==> src/rtl/mlp_wload_ctrl_if.sv <==
// Weight-stream and MLP weight/set-register bus between the host DMA, the loader and the MLP top.
// The master modport is the environment side. The slave modport is the loader side.
interface mlp_wload_ctrl_if;
    logic        s_wtvalid;
    logic        s_wtready;
    logic [15:0] s_wtdata;
    logic        s_wtlast;
    logic [31:0] w_tdata;
    logic [15:0] set_cur;
    logic        set_en;
    logic [15:0] set_in;

    modport master (
        output s_wtvalid, s_wtdata, s_wtlast, set_cur,
        input  s_wtready, w_tdata, set_en, set_in
    );

    modport slave (
        input  s_wtvalid, s_wtdata, s_wtlast, set_cur,
        output s_wtready, w_tdata, set_en, set_in
    );
endinterface

==> src/rtl/mlp_wload_ctrl.sv <==
// Weight-load sequencer: tags a flat weight stream with a layer one-hot and an in-layer index.
// It also brackets the load with arm/disarm writes to bit 1 of the MLP set register.
module mlp_wload_ctrl #(
    parameter int unsigned N_L0 = 15,
    parameter int unsigned N_L1 = 24,
    parameter int unsigned N_L2 = 24,
    parameter int unsigned N_L3 = 8
) (
    input  logic                  aclk,
    input  logic                  aresetn,
    input  logic                  start,
    input  logic                  abort,
    mlp_wload_ctrl_if.slave       wl,
    output logic                  act_enable,
    output logic                  busy,
    output logic                  done,
    output logic                  err,
    output logic [1:0]            err_code
);

    localparam logic [2:0] StIdle   = 3'd0;
    localparam logic [2:0] StArm    = 3'd1;
    localparam logic [2:0] StLoad   = 3'd2;
    localparam logic [2:0] StDisarm = 3'd3;
    localparam logic [2:0] StDone   = 3'd4;

    localparam logic [15:0] WrEnBit = 16'h0002;

    logic [2:0]  state_q, state_d;
    logic [1:0]  layer_q, layer_d;
    logic [6:0]  idx_q, idx_d;
    logic [31:0] w_tdata_q, w_tdata_d;
    logic [15:0] set_in_q, set_in_d;
    logic        err_q, err_d;
    logic [1:0]  err_code_q, err_code_d;

    logic        ready;
    logic        hs;
    logic        set_en;
    logic [6:0]  idx_lim;
    logic        final_word;
    logic [3:0]  onehot;

    always_comb begin
        case (layer_q)
            2'd0:    idx_lim = 7'(N_L0 - 1);
            2'd1:    idx_lim = 7'(N_L1 - 1);
            2'd2:    idx_lim = 7'(N_L2 - 1);
            default: idx_lim = 7'(N_L3 - 1);
        endcase
    end

    // Abort blocks the handshake in the same cycle, so no word slips past a cancel.
    assign ready      = (state_q == StLoad) && !abort;
    assign hs         = wl.s_wtvalid && ready;
    assign final_word = (layer_q == 2'd3) && (idx_q == idx_lim);
    assign onehot     = 4'b0001 << layer_q;

    always_comb begin
        state_d    = state_q;
        layer_d    = layer_q;
        idx_d      = idx_q;
        err_d      = err_q;
        err_code_d = err_code_q;
        w_tdata_d  = '0;
        if (hs) begin
            w_tdata_d = {4'b0000, onehot, 1'b0, idx_q, wl.s_wtdata};
        end

        case (state_q)
            StIdle: begin
                if (start) begin
                    state_d    = StArm;
                    err_d      = 1'b0;
                    err_code_d = 2'b00;
                    layer_d    = 2'd0;
                    idx_d      = 7'd0;
                end
            end
            StArm: begin
                if (abort) begin
                    state_d    = StDisarm;
                    err_d      = 1'b1;
                    err_code_d = 2'b11;
                end else begin
                    state_d = StLoad;
                end
            end
            StLoad: begin
                if (abort) begin
                    state_d    = StDisarm;
                    err_d      = 1'b1;
                    err_code_d = 2'b11;
                end else if (hs) begin
                    if (final_word) begin
                        state_d = StDisarm;
                        if (!wl.s_wtlast) begin
                            err_d      = 1'b1;
                            err_code_d = 2'b10;
                        end
                    end else if (wl.s_wtlast) begin
                        state_d    = StDisarm;
                        err_d      = 1'b1;
                        err_code_d = 2'b01;
                    end else if (idx_q == idx_lim) begin
                        idx_d   = 7'd0;
                        layer_d = layer_q + 2'd1;
                    end else begin
                        idx_d = idx_q + 7'd1;
                    end
                end
            end
            // err_q already reflects the outcome of the load by the time DISARM runs.
            StDisarm: state_d = err_q ? StIdle : StDone;
            StDone:   state_d = StIdle;
            default:  state_d = StIdle;
        endcase
    end

    always_comb begin
        set_en   = 1'b0;
        set_in_d = set_in_q;
        if (state_q == StArm) begin
            set_en   = 1'b1;
            set_in_d = wl.set_cur | WrEnBit;
        end else if (state_q == StDisarm) begin
            set_en   = 1'b1;
            set_in_d = wl.set_cur & ~WrEnBit;
        end
    end

    always_ff @(posedge aclk or negedge aresetn) begin
        if (!aresetn) begin
            state_q    <= StIdle;
            layer_q    <= 2'd0;
            idx_q      <= 7'd0;
            w_tdata_q  <= '0;
            set_in_q   <= '0;
            err_q      <= 1'b0;
            err_code_q <= 2'b00;
        end else begin
            state_q    <= state_d;
            layer_q    <= layer_d;
            idx_q      <= idx_d;
            w_tdata_q  <= w_tdata_d;
            set_in_q   <= set_in_d;
            err_q      <= err_d;
            err_code_q <= err_code_d;
        end
    end

    assign wl.s_wtready = ready;
    assign wl.w_tdata   = w_tdata_q;
    assign wl.set_en    = set_en;
    assign wl.set_in    = set_in_d;
    assign busy         = (state_q != StIdle);
    assign done         = (state_q == StDone);
    assign act_enable   = (state_q == StIdle) || (state_q == StDone);
    assign err          = err_q;
    assign err_code     = err_code_q;

endmodule
==> src/flat_wrapper.sv <==
// flat-port wrapper written by rule: the top's interface ports become plain ports
module mlp_wload_ctrl_flat 
#(
    parameter int unsigned N_L0 = 15,
    parameter int unsigned N_L1 = 24,
    parameter int unsigned N_L2 = 24,
    parameter int unsigned N_L3 = 8
)
  (aclk, aresetn, start, abort, act_enable, busy, done, err, err_code, wl_s_wtvalid, wl_s_wtdata, wl_s_wtlast, wl_set_cur, wl_s_wtready, wl_w_tdata, wl_set_en, wl_set_in);
  mlp_wload_ctrl_if wl_i ();
  input  logic aclk;
  input  logic aresetn;
  input  logic start;
  input  logic abort;
  output logic act_enable;
  output logic busy;
  output logic done;
  output logic err;
  output logic [1:0] err_code;
  input wire logic [$bits(wl_i.s_wtvalid)-1:0] wl_s_wtvalid;
  input wire logic [$bits(wl_i.s_wtdata)-1:0] wl_s_wtdata;
  input wire logic [$bits(wl_i.s_wtlast)-1:0] wl_s_wtlast;
  input wire logic [$bits(wl_i.set_cur)-1:0] wl_set_cur;
  output wire logic [$bits(wl_i.s_wtready)-1:0] wl_s_wtready;
  output wire logic [$bits(wl_i.w_tdata)-1:0] wl_w_tdata;
  output wire logic [$bits(wl_i.set_en)-1:0] wl_set_en;
  output wire logic [$bits(wl_i.set_in)-1:0] wl_set_in;
  assign wl_i.s_wtvalid = wl_s_wtvalid;
  assign wl_i.s_wtdata = wl_s_wtdata;
  assign wl_i.s_wtlast = wl_s_wtlast;
  assign wl_i.set_cur = wl_set_cur;
  assign wl_s_wtready = wl_i.s_wtready;
  assign wl_w_tdata = wl_i.w_tdata;
  assign wl_set_en = wl_i.set_en;
  assign wl_set_in = wl_i.set_in;
  mlp_wload_ctrl #(.N_L0(N_L0), .N_L1(N_L1), .N_L2(N_L2), .N_L3(N_L3)) u_core (.aclk(aclk), .aresetn(aresetn), .start(start), .abort(abort), .wl(wl_i), .act_enable(act_enable), .busy(busy), .done(done), .err(err), .err_code(err_code));
endmodule
==> config.mk <==
export PLATFORM = sky130hd
export DESIGN_NAME = mlp_wload_ctrl_flat
export DESIGN_NICKNAME = d
export VERILOG_FILES = /design/src/rtl/mlp_wload_ctrl_if.sv /design/src/rtl/mlp_wload_ctrl.sv /design/src/flat_wrapper.sv
export SDC_FILE = /design/constraint.sdc
export NUM_CORES = 1
export LEC_CHECK = 0
export BUFFER_PORTS_ARGS = -buffer_cell sky130_fd_sc_hd__buf_2
export CORE_MARGIN = 1.5
export CORE_UTILIZATION = 49
export DETAILED_ROUTE_END_ITERATION = 16
export PLACE_DENSITY = 0.9
export SYNTH_ARGS = -nofsm -noshare
export SYNTH_HDL_FRONTEND = slang
export SYNTH_SLANG_ARGS = --single-unit
==> constraint.sdc <==
create_clock -name aclk -period 3.13 [get_ports aclk]
set_input_delay 0.626 -clock aclk [delete_from_list [all_inputs] [get_ports aclk]]
set_output_delay 0.626 -clock aclk [all_outputs]
set_load 0.1 [all_outputs]
Word level (Yosys, flattened, before mapping)
Cells that the tools add are included.
{"block": "classes", "n_addsub": 2, "mul": 0, "div": 0, "order_cmp": 0, "eq_ne": 18, "shift": 1, "n_mux": 43, "n_bitwise": 0, "n_reduce_logical": 15}
{"op": "$mux W7", "n": 6}
{"op": "$mux W16", "n": 2}
{"op": "$mux W28", "n": 1}
{"op": "$mux W2", "n": 12}
{"op": "$mux W3", "n": 6}
{"op": "$pmux W7 S2", "n": 1}
{"op": "$ne A2 B2 Y1 const B", "n": 6}
{"op": "$pmux W3 S4", "n": 1}
{"op": "$reduce_and A6 Y1", "n": 2}
{"op": "$mux W1", "n": 10}
{"op": "$pmux W5 S2", "n": 1}
{"op": "$add A7 B1 Y7 const B", "n": 1}
{"op": "$eq A7 B5 Y1", "n": 1}
{"op": "$reduce_and A7 Y1", "n": 1}
{"op": "$eq A3 B2 Y1 const B", "n": 2}
{"op": "$pmux W2 S3", "n": 1}
{"op": "$reduce_bool A3 Y1", "n": 2}
{"op": "$eq A2 B2 Y1 const B", "n": 2}
{"op": "$ne A4 B3 Y1 const B", "n": 1}
{"op": "$ne A4 B4 Y1 const B", "n": 1}
{"op": "$pmux W2 S2", "n": 1}
{"op": "$shl A1 B2 Y4 const A", "n": 1}
{"op": "$eq A3 B1 Y1 const B", "n": 1}
{"op": "$eq A3 B3 Y1 const B", "n": 1}
{"op": "other kinds (13)", "n": 15}
{"block": "totals", "regBits": 59, "latchBits": 0, "mem_bits_rw": 0, "rom_bits": 0, "inputBits": 38, "output_inout_bits": 56, "wordCells": 86, "mem_count": 0}

Longest topological paths before layout
Gate-level depths: netlist of run 1.
{"block": "depth", "word_depth": 10, "ltp_mapped": 7, "mapped_depth_nobuf": 7}

Worst setup path before layout of run 1
OpenSTA, ideal clock, no wires.
{"block": "synth_path", "path_type": "register -> output", "startpoint": "register u_core.state_q[0]", "endpoint": "output wl_set_in[10]", "arrival_ns": 2.850, "required_ns": 2.504, "path_slack_ns": -0.346, "path_stages_with_launch": 8, "path_buffers": 3, "cell_sequence": "dfrtp_1 > clkbuf_1 > nand2b_1 > clkbuf_1 > inv_1 > clkbuf_1 > nand2_1 > nand2_1"}
{"block": "synth_via", "elab_chain_cells": 3, "elab_cells_between_ends": 4, "cone_classes": "eq/ne (2); mux (2)"}
{"item": "from (decl)", "line": "mlp_wload_ctrl.sv:29", "source": "logic [2:0] state_q, state_d;"}
{"item": "from (signal assigned)", "line": "mlp_wload_ctrl.sv:134", "source": "state_q <= StIdle;"}
{"item": "from (signal assigned)", "line": "mlp_wload_ctrl.sv:142", "source": "state_q <= state_d;"}
{"item": "$eq A3 B2 Y1", "line": "mlp_wload_ctrl.sv:126", "source": "end else if (state_q == StDisarm) begin"}
{"item": "$mux W16", "line": "mlp_wload_ctrl.sv:126"}
{"item": "$mux W16 *", "line": "mlp_wload_ctrl.sv:123", "source": "if (state_q == StArm) begin"}
{"item": "to (decl)", "line": "flat_wrapper.sv:27", "source": "output wire logic [$bits(wl_i.set_in)-1:0] wl_set_in;"}
Mark *: on every way between the ends. The rest lies on a longest branch, timed or not.

Worst setup path after layout of run 1
{"block": "layout_path", "startpoint": "register u_core.layer_q[0]", "endpoint": "register u_core.err_q (netlist: u_core.err)"}
{"block": "layout_via", "elab_chain_cells": 9, "elab_cells_between_ends": 15, "cone_classes": "eq/ne (6); mux (5); reduce/logical (4)"}
{"item": "from (decl)", "line": "mlp_wload_ctrl.sv:30", "source": "logic [1:0] layer_q, layer_d;"}
{"item": "from (signal assigned)", "line": "mlp_wload_ctrl.sv:143", "source": "layer_q <= layer_d;"}
{"item": "$eq A2 B1 Y1 / $eq A2 B2 Y1 (equally long branches)", "line": "mlp_wload_ctrl.sv:45", "source": "case (layer_q)"}
{"item": "$reduce_or A2 Y1 (no line)"}
{"item": "$pmux W5 S2", "line": "mlp_wload_ctrl.sv:45"}
{"item": "$eq A7 B5 Y1", "line": "mlp_wload_ctrl.sv:56", "source": "assign final_word = (layer_q == 2'd3) && (idx_q == idx_lim);"}
{"item": "$logic_and A1 B1 Y1 *", "line": "mlp_wload_ctrl.sv:56"}
{"item": "$mux W1", "line": "mlp_wload_ctrl.sv:95", "source": "if (final_word) begin"}
{"item": "$mux W1", "line": "mlp_wload_ctrl.sv:94", "source": "end else if (hs) begin"}
{"item": "$mux W1", "line": "mlp_wload_ctrl.sv:90", "source": "if (abort) begin"}
{"item": "$pmux W1 S3", "line": "mlp_wload_ctrl.sv:70", "source": "case (state_q)"}
{"item": "to (signal assigned)", "line": "mlp_wload_ctrl.sv:147", "source": "err_q <= err_d;"}
{"item": "to (decl)", "line": "mlp_wload_ctrl.sv:34", "source": "logic err_q, err_d;"}
Mark *: on every way between the ends. The rest lies on a longest branch, timed or not. The select of a mux whose other input is x is not followed.
A chain may end at the register's enable or synchronous reset.

==> metrics.txt, run 1 <==
RSZ-0062 raised after global routing false; # IOs 94; share of layout cells above drive strength 1 36.53%; CTS Sinks 58; worst r2r src u_core.layer_q[0]; routed vias/inst 5.015; Die W ~75 µm; Max-cap violations 0; Crit path largest cell delay 620 ps; DR WL/cell about 14 µm; # H-tree levels 3; status complete, no violations; CTS tree done; Final Hold Viols 0; antenna viol nets, final 0; fin crit share a little over four fifths; Setup TNS 0 ps; YS warnings 0; top cells by area, synth dfrtp_1 (57%), nand2_1 (8.1%), and3_1 (6.9%); clk root buf clkbuf_8; met3 GRT Util 8.166%; crit-path cells inv_1, ha_1, xor2_1, or4_1, nor3b_1, o31a_1, mux2_2; area of the die 5614 µm²; ANT cells 0; Placed Area approximately 3000 µm²; number of synthesized flops with an enable pin 0; fmax around 380 MHz; Final Skew 9.879 ps; vias in the first global route approximately 2000; Setup CP Type reg2reg; CTS clk-pin slew, worst paths 70 ps; Post-Synthesis Cells 239; crit path from u_core.layer_q[0]; Final #Nets about 370; Clock Latency Late Sink 330 ps; core footprint 4848 µm²; met1 Use GR 23.04%; PostCTS Resize Cnt 0; asr flop ratio synth 100.0%; routed vias 2011; Req. time, crit path around 3300 ps; most frequent cells in the layout buf_2 (86), dfrtp_1 (58), nand2_1 (55), and3_1 (28), clkbuf_8 (12); Initial Util 52.28%; die height 74.93 µm; Worst setup SP type flip-flop; worst hold path class in2async; crit-path max FO 5; worst path bufs/invs 1; gp weighted congestion ~0.80; Post-CTS Setup Repair Bufs 0; GRT Overall Usage 21.10%; Detailed Route WL between 5000 and 6000 µm; crit end category flip-flop; R2R Setup Slk 480 ps; first-pass GRT wire length 8694 µm; post-synth top area share a little under three fifths; number of port buffers 87; #FFs+latches synth 58; GRT overflow 0; arrival time worst endpoint 2860 ps; hold_buf cts 0; Core Util, Final between 60% and 70%; Worst-Margin Slew 709.9 ps; area grow syn2layout 28.92%; fin crit period 2648 ps; top_reg_cell synth dfrtp_1; relative slew slack 52.67%; most common cell after layout, fill and taps aside buf_2; Max clock buf depth 2; slowest CP cell or4_1; met2 Use GR 35.59%; num rows 25; post-synth top area cell dfrtp_1; final instance area roughly 3300 µm²; Most Crowded Layer GR met2; synthesized area 2535 µm²; hpwl dp 3754 µm; CTS Buf Count 9; Final Max Tran Viols 0; largest net degree at the start of global routing 59; DRT iter0 DRCs 132; sequential area share after synthesis 57.26%; syn_area_per_cell 10.61 µm²; drt first pass iters 4; initial antenna violation count 0; # setup viols final 0; DRC 0; Unique masters post-synth 42; delay-heaviest family, CP simple AND/OR/NAND/NOR gates
-- metal layers --
metal | vias to the layer above | share of wire (%) | wire (µm)
li1 | 970 | - | -
met1 | 966 | 40 | 2175
met2 | 65 | 52 | 2861
met3 | 10 | 6.0 | 326
met4 | 0 | 1.8 | 99
met5 | - | 0 | 0
-- through the flow --
step / hold slack [ps] / setup WS [ps] / std cells
floorplan: 330.4 / 147.7 / 243
global placement: 448.0 / 610.6 / 385
detailed placement: 453.2 / 549.1 / 385
CTS: 442.2 / 469.6 / 401
global route: 483.6 / 312.8 / 401
finish: 424.2 / 481.9 / 401
-- synthesized netlist by cell type, types with 2 or more instances --
master,n
clkbuf_1,10
nor2b_1,3
o21ai_0,7
a21boi_0,2
nand2_1,55
ha_1,6
nor3b_1,3
nand3_1,3
inv_1,7
dfrtp_1,58
nor2_1,11
and3_1,28
o31ai_1,3
buf_4,5
nand2b_1,5
mux2_2,4
xor2_1,3
or3b_2,2
-- state kept, by name, indices dropped and copies added, names as in the netlist --
signal / flops
u_core.wl.w_tdata: 27
u_core.idx_q: 7
u_core.set_in_q: 16
u_core.state_q: 3
u_core.err_code: 2
u_core.err: 1
u_core.layer_q: 2
-- worst register-to-register path, delay by kind of cell (launching register included) --
family | cells | cell delay (ps)
compound gates | 1 | 240
xor+xnor | 1 | 200
fa+ha+maj | 1 | 340
buf+inv | 1 | 100
flops | 1 | 420
mux | 1 | 350
simple gates | 2 | 860
-- layout make-up --
type	count	area [µm²]
Fill cell	369	1580
Multi-Input combinational cell	162	988.4
Inverter	7	26.28
Timing Repair Buffer	91	480.5
Clock inverter	4	72.57
Sequential cell	58	1451
Tap cell	67	83.83
Clock buffer	12	165.2
-- logic make-up after synthesis --
group           Yosys count  synth area share, %
simple gates            119                24.19
flops                    58                57.26
compound gates           23                7.453
buf+inv                  23                4.443
fa+ha+maj                 6                2.961
mux                       5                2.172
xor+xnor                  4                1.382
other cells               1               0.1479
-- path summary, 6_finish.rpt --
kind / cells after the start / endpoint
hold reg to reg: 2 / u_core.set_in_q[12]
hold / removal: 2 / u_core.idx_q[5]
setup reg to reg: 7 / u_core.err
max in group asynchronous: 2 / u_core.err_code[1]
min in group aclk: 2 / u_core.set_in_q[12]
setup / recovery: 7 / u_core.err
Power of run 1 is left out: the tool's default activity adds up to more than one toggle a clock period on the data nets, which glitch-free logic cannot reach.
==> run 2, diff against run 1 <==
--- a/config.mk
+++ b/config.mk
@@ -7,9 +7,9 @@
 export LEC_CHECK = 0
 export BUFFER_PORTS_ARGS = -buffer_cell sky130_fd_sc_hd__buf_2
 export CORE_MARGIN = 1.5
-export CORE_UTILIZATION = 49
+export CORE_UTILIZATION = 44
 export DETAILED_ROUTE_END_ITERATION = 16
-export PLACE_DENSITY = 0.9
+export PLACE_DENSITY = 0.86
 export SYNTH_ARGS = -nofsm -noshare
 export SYNTH_HDL_FRONTEND = slang
 export SYNTH_SLANG_ARGS = --single-unit
==> constraint.sdc (replaced) <==
create_clock -name aclk -period 2.2 [get_ports aclk]
set_input_delay 0.44 -clock aclk [delete_from_list [all_inputs] [get_ports aclk]]
set_output_delay 0.44 -clock aclk [all_outputs]
set_load 0.1 [all_outputs]
==> run 2 against run 1 <==
Net effect:
- the flow now finishes with violations (setup timing)
- setup slack worse by 640 ps
- critical endpoint unchanged
- first-iteration DRC count is 9.1% higher
- via count is 21% higher
- worst hold slack worse by 330 ps
- utilization is 6.6 points higher
- routed wire length is 57% higher
- largest cell class unchanged
==> metrics.txt, run 2 (synthesis results as in run 1) <==
GRT Overall Usage 25.75%; number of port buffers between 80 and 90; Core Util, Final between 70% and 80%; delay-heaviest family, CP simple AND/OR/NAND/NOR gates; Worst Slack Setup Final -160.5 ps; clk root buf clkbuf_8; Detailed Route WL 8553 µm; Initial Util 45.75%; hpwl dp 4611 µm; Crit path largest cell delay about 560 ps; area grow syn2layout 61.85%; DRT iter0 DRCs between 100 and 150; gp weighted congestion around 0.85; Worst setup SP type flip-flop; Final Skew 13.22 ps; final instance area 4103 µm²; DRC 0; # IOs 94; largest net degree at the start of global routing 29; routed vias/inst ~5.4; num rows 27; relative slew slack 53.99%; Req. time, crit path 2430 ps; fmax about 420 MHz; number of flip-flops in the largest register 27; failing checks setup timing; RSZ-0062 raised after global routing true; area of the die 6225 µm²; # H-tree levels 3; Multi-input gate area 1205 µm²; Max clock buf depth 2; ANT cells 0; filler instances 310; CTS Sinks 58; antenna viol nets, final 0; fin crit share 107.3%; Worst-Margin Slew 672.8 ps; Die W 78.90 µm; DR WL/cell around 19 µm; die height between 70 and 80 µm; R2R Setup Slk -160 ps; arrival time worst endpoint 2590 ps; share of layout cells above drive strength 1 about half; crit-path cells inv_2, ha_4, xor2_2, or4_4, nor3b_2, o31a_1, mux2_4; Setup CP Type reg2reg; Sequential Area 1453 µm²; Final Max Tran Viols 0; slowest CP cell or4_4; Final #Nets 414; routed vias 2424; fin crit period between 2000 and 2500 ps; GRT overflow 0; most frequent cells in the layout buf_2 (69), dfrtp_1 (57), nand2_1 (42), buf_4 (38), and3_1 (28); core footprint ~5500 µm²; crit-path max FO 3; Placed Area around 3600 µm²; initial antenna violation count 0; # setup viols final 4; drt first pass iters 4; CTS clk-pin slew, worst paths ~70 ps; crit end category flip-flop; hold_buf cts 0; Final Hold Viols 0; first-pass GRT wire length 11760 µm; Post-Place Worst Slack -105.0 ps; CTS Buf Count 9; Max-cap violations 0; status complete, but fails checks; worst path bufs/invs 1; vias in the first global route 2327; CTS tree done; most common cell after layout, fill and taps aside buf_2; Clock Latency Late Sink approximately 350 ps; worst hold path class in2async
==> run 2: cell types whose count changed in the layout (fill, tap and decap cells not counted), moves of 6 or more <==
cell and change:
buf_4 +34, buf_2 -17, nand2_4 +9, nand2_1 -13, buf_6 +6, buf_12 +18
==> run 2: worst register-to-register path: cells and delay by family, from the launching register on <==
kind            cells  cell delay [ps]
xor+xnor            1              160
simple gates        2              750
fa+ha+maj           1              220
compound gates      1              270
buf+inv             1              110
mux                 1              320
flops               1              410
==> run 2: path summary, 6_finish.rpt <==
kind,cells after the start,from,endpoint
hold reg to reg,1,u_core.err,u_core.state_q[2]
min in group aclk,2,wl_s_wtdata[9],u_core.wl.w_tdata[9]
max in group asynchronous,2,aresetn,u_core.wl.w_tdata[24]
hold / removal,1,aresetn,u_core.layer_q[1]
setup reg to reg,7,u_core.layer_q[0],u_core.err
setup / recovery,7,u_core.layer_q[0],u_core.err
==> run 2: what timing repair did <==
item,CTS,global route
setup buffers,11,5
gates resized for setup,11,23
endpoints found under the setup margin,21,30
pin swaps,5,10
==> run 2: final cells by class <==
cell class / count / share of cell area [%]
clock buffer: 12 / 3.538
clock inverter: 4 / 2.409
inverter: 7 / 0.7929
multi-input combinational: 162 / 29.37
sequential: 58 / 35.41
tap: 72 / 2.196
timing repair buffer: 132 / 26.29
==> run 2: per-stage QoR <==
| stage | hold slack (ps) | setup TNS (ps) | instances |
|---|---|---|---|
| floorplan | 144.4 | -521.0 | 243 |
| global placement | 462.7 | -207.0 | 416 |
| detailed placement | 469.6 | -308.0 | 416 |
| CTS | 104.5 | -289.9 | 443 |
| global route | 151.2 | -929.5 | 447 |
| finish | 96.33 | -509.1 | 447 |
==> run 2: per-layer routing <==
layer / global-route usage [%] / wire length [µm]
met5: 0 / 0
met4: 18.07 / 365
met3: 5.057 / 488
met2: 44.22 / 4554
met1: 28.59 / 3145
Power of run 2 is left out for the same reason.
==> run 3, diff against run 2 <==
--- a/config.mk
+++ b/config.mk
@@ -5,11 +5,12 @@
 export SDC_FILE = /design/constraint.sdc
 export NUM_CORES = 1
 export LEC_CHECK = 0
+export ABC_AREA = 1
 export BUFFER_PORTS_ARGS = -buffer_cell sky130_fd_sc_hd__buf_2
 export CORE_MARGIN = 1.5
-export CORE_UTILIZATION = 44
+export CORE_UTILIZATION = 45
 export DETAILED_ROUTE_END_ITERATION = 16
-export PLACE_DENSITY = 0.86
+export PLACE_DENSITY = 0.87
 export SYNTH_ARGS = -nofsm -noshare
 export SYNTH_HDL_FRONTEND = slang
 export SYNTH_SLANG_ARGS = --single-unit
==> constraint.sdc (replaced) <==
create_clock -name aclk -period 2.2 [get_ports aclk]
set_input_delay 0.44 -clock aclk [delete_from_list [all_inputs] [get_ports aclk]]
set_output_delay 0.44 -clock aclk [all_outputs]
set_load 0.01 [all_outputs]
==> run 3 against run 2 <==
Net effect:
- sequential cell count unchanged
- die area increased by 2.1%
- critical path depth decreased by 1
- clock-buffer cell count unchanged
- the flow now finishes without violations
- setup slack improved by 420 ps
- non-clock buffer count decreased by 42
- via count decreased by 8.8%
==> metrics.txt, run 3 <==
Seq pwr share 33.9%; post-synth top area cell dfrtp_1; Post-Synthesis Cells 306; hpwl dp 3930 µm; count leader, synth nand2_1; CTS Buf Count 9; syn_area_per_cell 8.656 µm²; routed vias 2210; Crit path largest cell delay about 390 ps; post-synthesis compound-gate area fraction 1.653%; post-synthesis mux area share 0%; post-synthesis simple-gate area fraction 30.47%; CTS Sinks between 50 and 60; hold_buf cts 0; area of the die 6355 µm²; Worst-Margin Slew 595.0 ps; # H-tree levels 3; switching share of total power about two fifths; number of port buffers 87; most used cell, CP nand2_1; # setup viols final 0; worst path bufs/invs 3; Setup CP Type reg2out; worst hold path class in2async; DR WL/cell ~11 µm; post-synth top area share 54.79%; Req. time, crit path 1760 ps; vias in the first global route 2174; internal power approximately 0.0025 W; arrival time worst endpoint 1500 ps; Clock power frac 23.4%; area grow syn2layout 26.78%; DRC 0; top_reg_cell synth dfrtp_1; share of layout cells above drive strength 1 30.86%; crit-path cells inv_1, nor2_4, inv_2, nand2_1, nand2_1, buf_2; Clock Latency Late Sink 330 ps; fin crit period 1941 ps; die height 79.72 µm; # IOs 94; reg2reg path depth 12; #FFs+latches synth 58; fin crit share 88.25%; pwr dens between 1000 and 1500 nW/µm²; Detailed Route WL 5448 µm; first-pass GRT wire length 9183 µm; Reg-to-Reg End u_core.err; antenna viol nets, final 0; Die W ~80 µm; Placed Area 3153 µm²; DRT iter0 DRCs 117; synthesized area about 2600 µm²; Final Hold Viols 0; Pwr Total 0.004257 W; Setup TNS 0 ps; delay-heaviest family, CP buffers and inverters; XOR/XNOR share of the synthesized area 0.9920%; VDD IR max ~900 µV; asr flop ratio synth 100.0%; Post-synth top cells nand2_1 (97), dfrtp_1 (58), nor2_1 (45), inv_1 (39), nand4_1 (11); number of flip-flops in the largest register 27; status complete, no violations; sequential area share after synthesis between 50% and 60%; relative slew slack 60.33%; Final Skew around 6.3 ps; initial antenna violation count 0; final instance area 3358 µm²; Post-CTS Setup Repair Bufs 0; Switching Power about 0.0018 W; Core Util, Final 59.88%; crit-path max FO 17; largest net degree at the start of global routing 34; drt first pass iters 4; Unique masters post-synth 29; combinational power share 42.7%; slowest CP cell dfrtp_1; CTS clk-pin slew, worst paths 70 ps; number of synthesized flops with an enable pin 0; Synth Area in Adders 2.834%; Max-cap violations 0; top cells by area, synth dfrtp_1 (55%), nand2_1 (14%), nor2_1 (6.4%); crit end category output port; fmax 515.1 MHz; GRT Overall Usage a little under a fifth; GRT overflow 0; Max clock buf depth 2; R2R Setup Slk 320 ps; filler instances between 400 and 500; Final Max Tran Viols 0; core footprint 5608 µm²; most common cell after layout, fill and taps aside nand2_1; Initial Util 47.23%; gp weighted congestion 0.8233; PostCTS Resize Cnt 0; clk root buf clkbuf_8; Worst setup SP type flip-flop; num rows 27; ANT cells 0; Static Leakage 1.977 nW; routed vias/inst around 4.6; worst r2r src u_core.layer_q[0]; CTS tree done; largest family of logic cells by synthesized area simple AND/OR/NAND/NOR gates; RSZ-0062 raised after global routing false; Final #Nets around 440; YS warnings 0; most frequent cells in the layout nand2_1 (97), buf_2 (87), dfrtp_1 (58), nor2_1 (45), inv_1 (39)
-- run 3: cell types whose count changed after synthesis, moves of 7 or more --
cell / before / now
nand2_1: 55 / 97
nor2_1: 11 / 45
inv_1: 7 / 39
and3_1: 28 / 0
nand4_1: 0 / 11
clkbuf_1: 10 / 2
o21ai_0: 7 / 0
-- run 3: logic make-up after synthesis --
logic type                 after synthesis
and+or+nand+nor                        177
adders and majority gates                6
xor gates and xnor gates                 3
buffers and inverters                   55
DFF                                     58
other                                    1
AOI/OAI and AO/OA                        6
-- run 3: layer usage --
| layer | part of all wire (%) | global-route usage [%] | vias up |
|---|---|---|---|
| li1 | - | - | 1107 |
| met1 | 42 | 20.81 | 1018 |
| met2 | 50 | 33.22 | 78 |
| met3 | 7.2 | 6.400 | 7 |
| met4 | 1.1 | 7.544 | 0 |
| met5 | 0 | 0 | - |
-- run 3: how the worst max path moves through the flow --
stage,start,endpoint,slack [ps],depth (start not counted)
3_3_place_gp,u_core.layer_q[0],u_core.err_code[0],450,12
3_5_place_dp,u_core.layer_q[0],u_core.err,360,12
4_1_cts,u_core.state_q[0],wl_set_in[9],240,6
6_report,u_core.state_q[0],wl_set_in[9],260,6
2_1_floorplan,u_core.layer_q[0],u_core.err,570,12
5_1_grt,u_core.layer_q[0],u_core.err_code[0],110,12
-- run 3: power groups by stage --
| stage | registers [W] | clock network, W | logic, W |
|---|---|---|---|
| final | 0.00144 | 0.000997 | 0.00182 |
| after global routing | 0.00147 | 0.00107 | 0.00205 |
| after CTS | 0.00144 | 0.00102 | 0.00183 |
| after detailed placement | 0.00146 | 0 | 0.00182 |
| after global placement | 0.00145 | 0 | 0.00175 |
| after floorplan | 0.00146 | 0 | 0.00124 |
-- run 3: cell type report --
| cell class | count | area [µm²] | area share (%) |
|---|---|---|---|
| clock buffer | 12 | 155.1 | 4.620 |
| clock inverter | 4 | 50.05 | 1.490 |
| inverter | 44 | 170.2 | 5.067 |
| multi-input combinational | 197 | 970.9 | 28.91 |
| sequential | 58 | 1451 | 43.22 |
| tap | 72 | 90.09 | 2.683 |
| timing repair buffer | 90 | 470.5 | 14.01 |
-- run 3: metrics by stage --
step           cells  worst slack, ps  hold WS [ps]
2_1_floorplan    310            571.6         144.4
3_3_place_gp     461            451.0         447.1
3_5_place_dp     461            362.8         449.9
4_1_cts          477            237.3         118.2
5_1_grt          477            112.9         146.0
6_report         477            258.5         104.1
-- run 3: worst register-to-register path: cells and delay by family, from the launching register on --
| kind | cells | cell delay (ps) |
|---|---|---|
| flip-flops | 1 | 420 |
| buffers and inverters | 2 | 200 |
| adder cells (fa/ha/maj) | 1 | 330 |
| AND/OR/NAND/NOR | 9 | 820 |
Power figures use the tool's default switching activity.
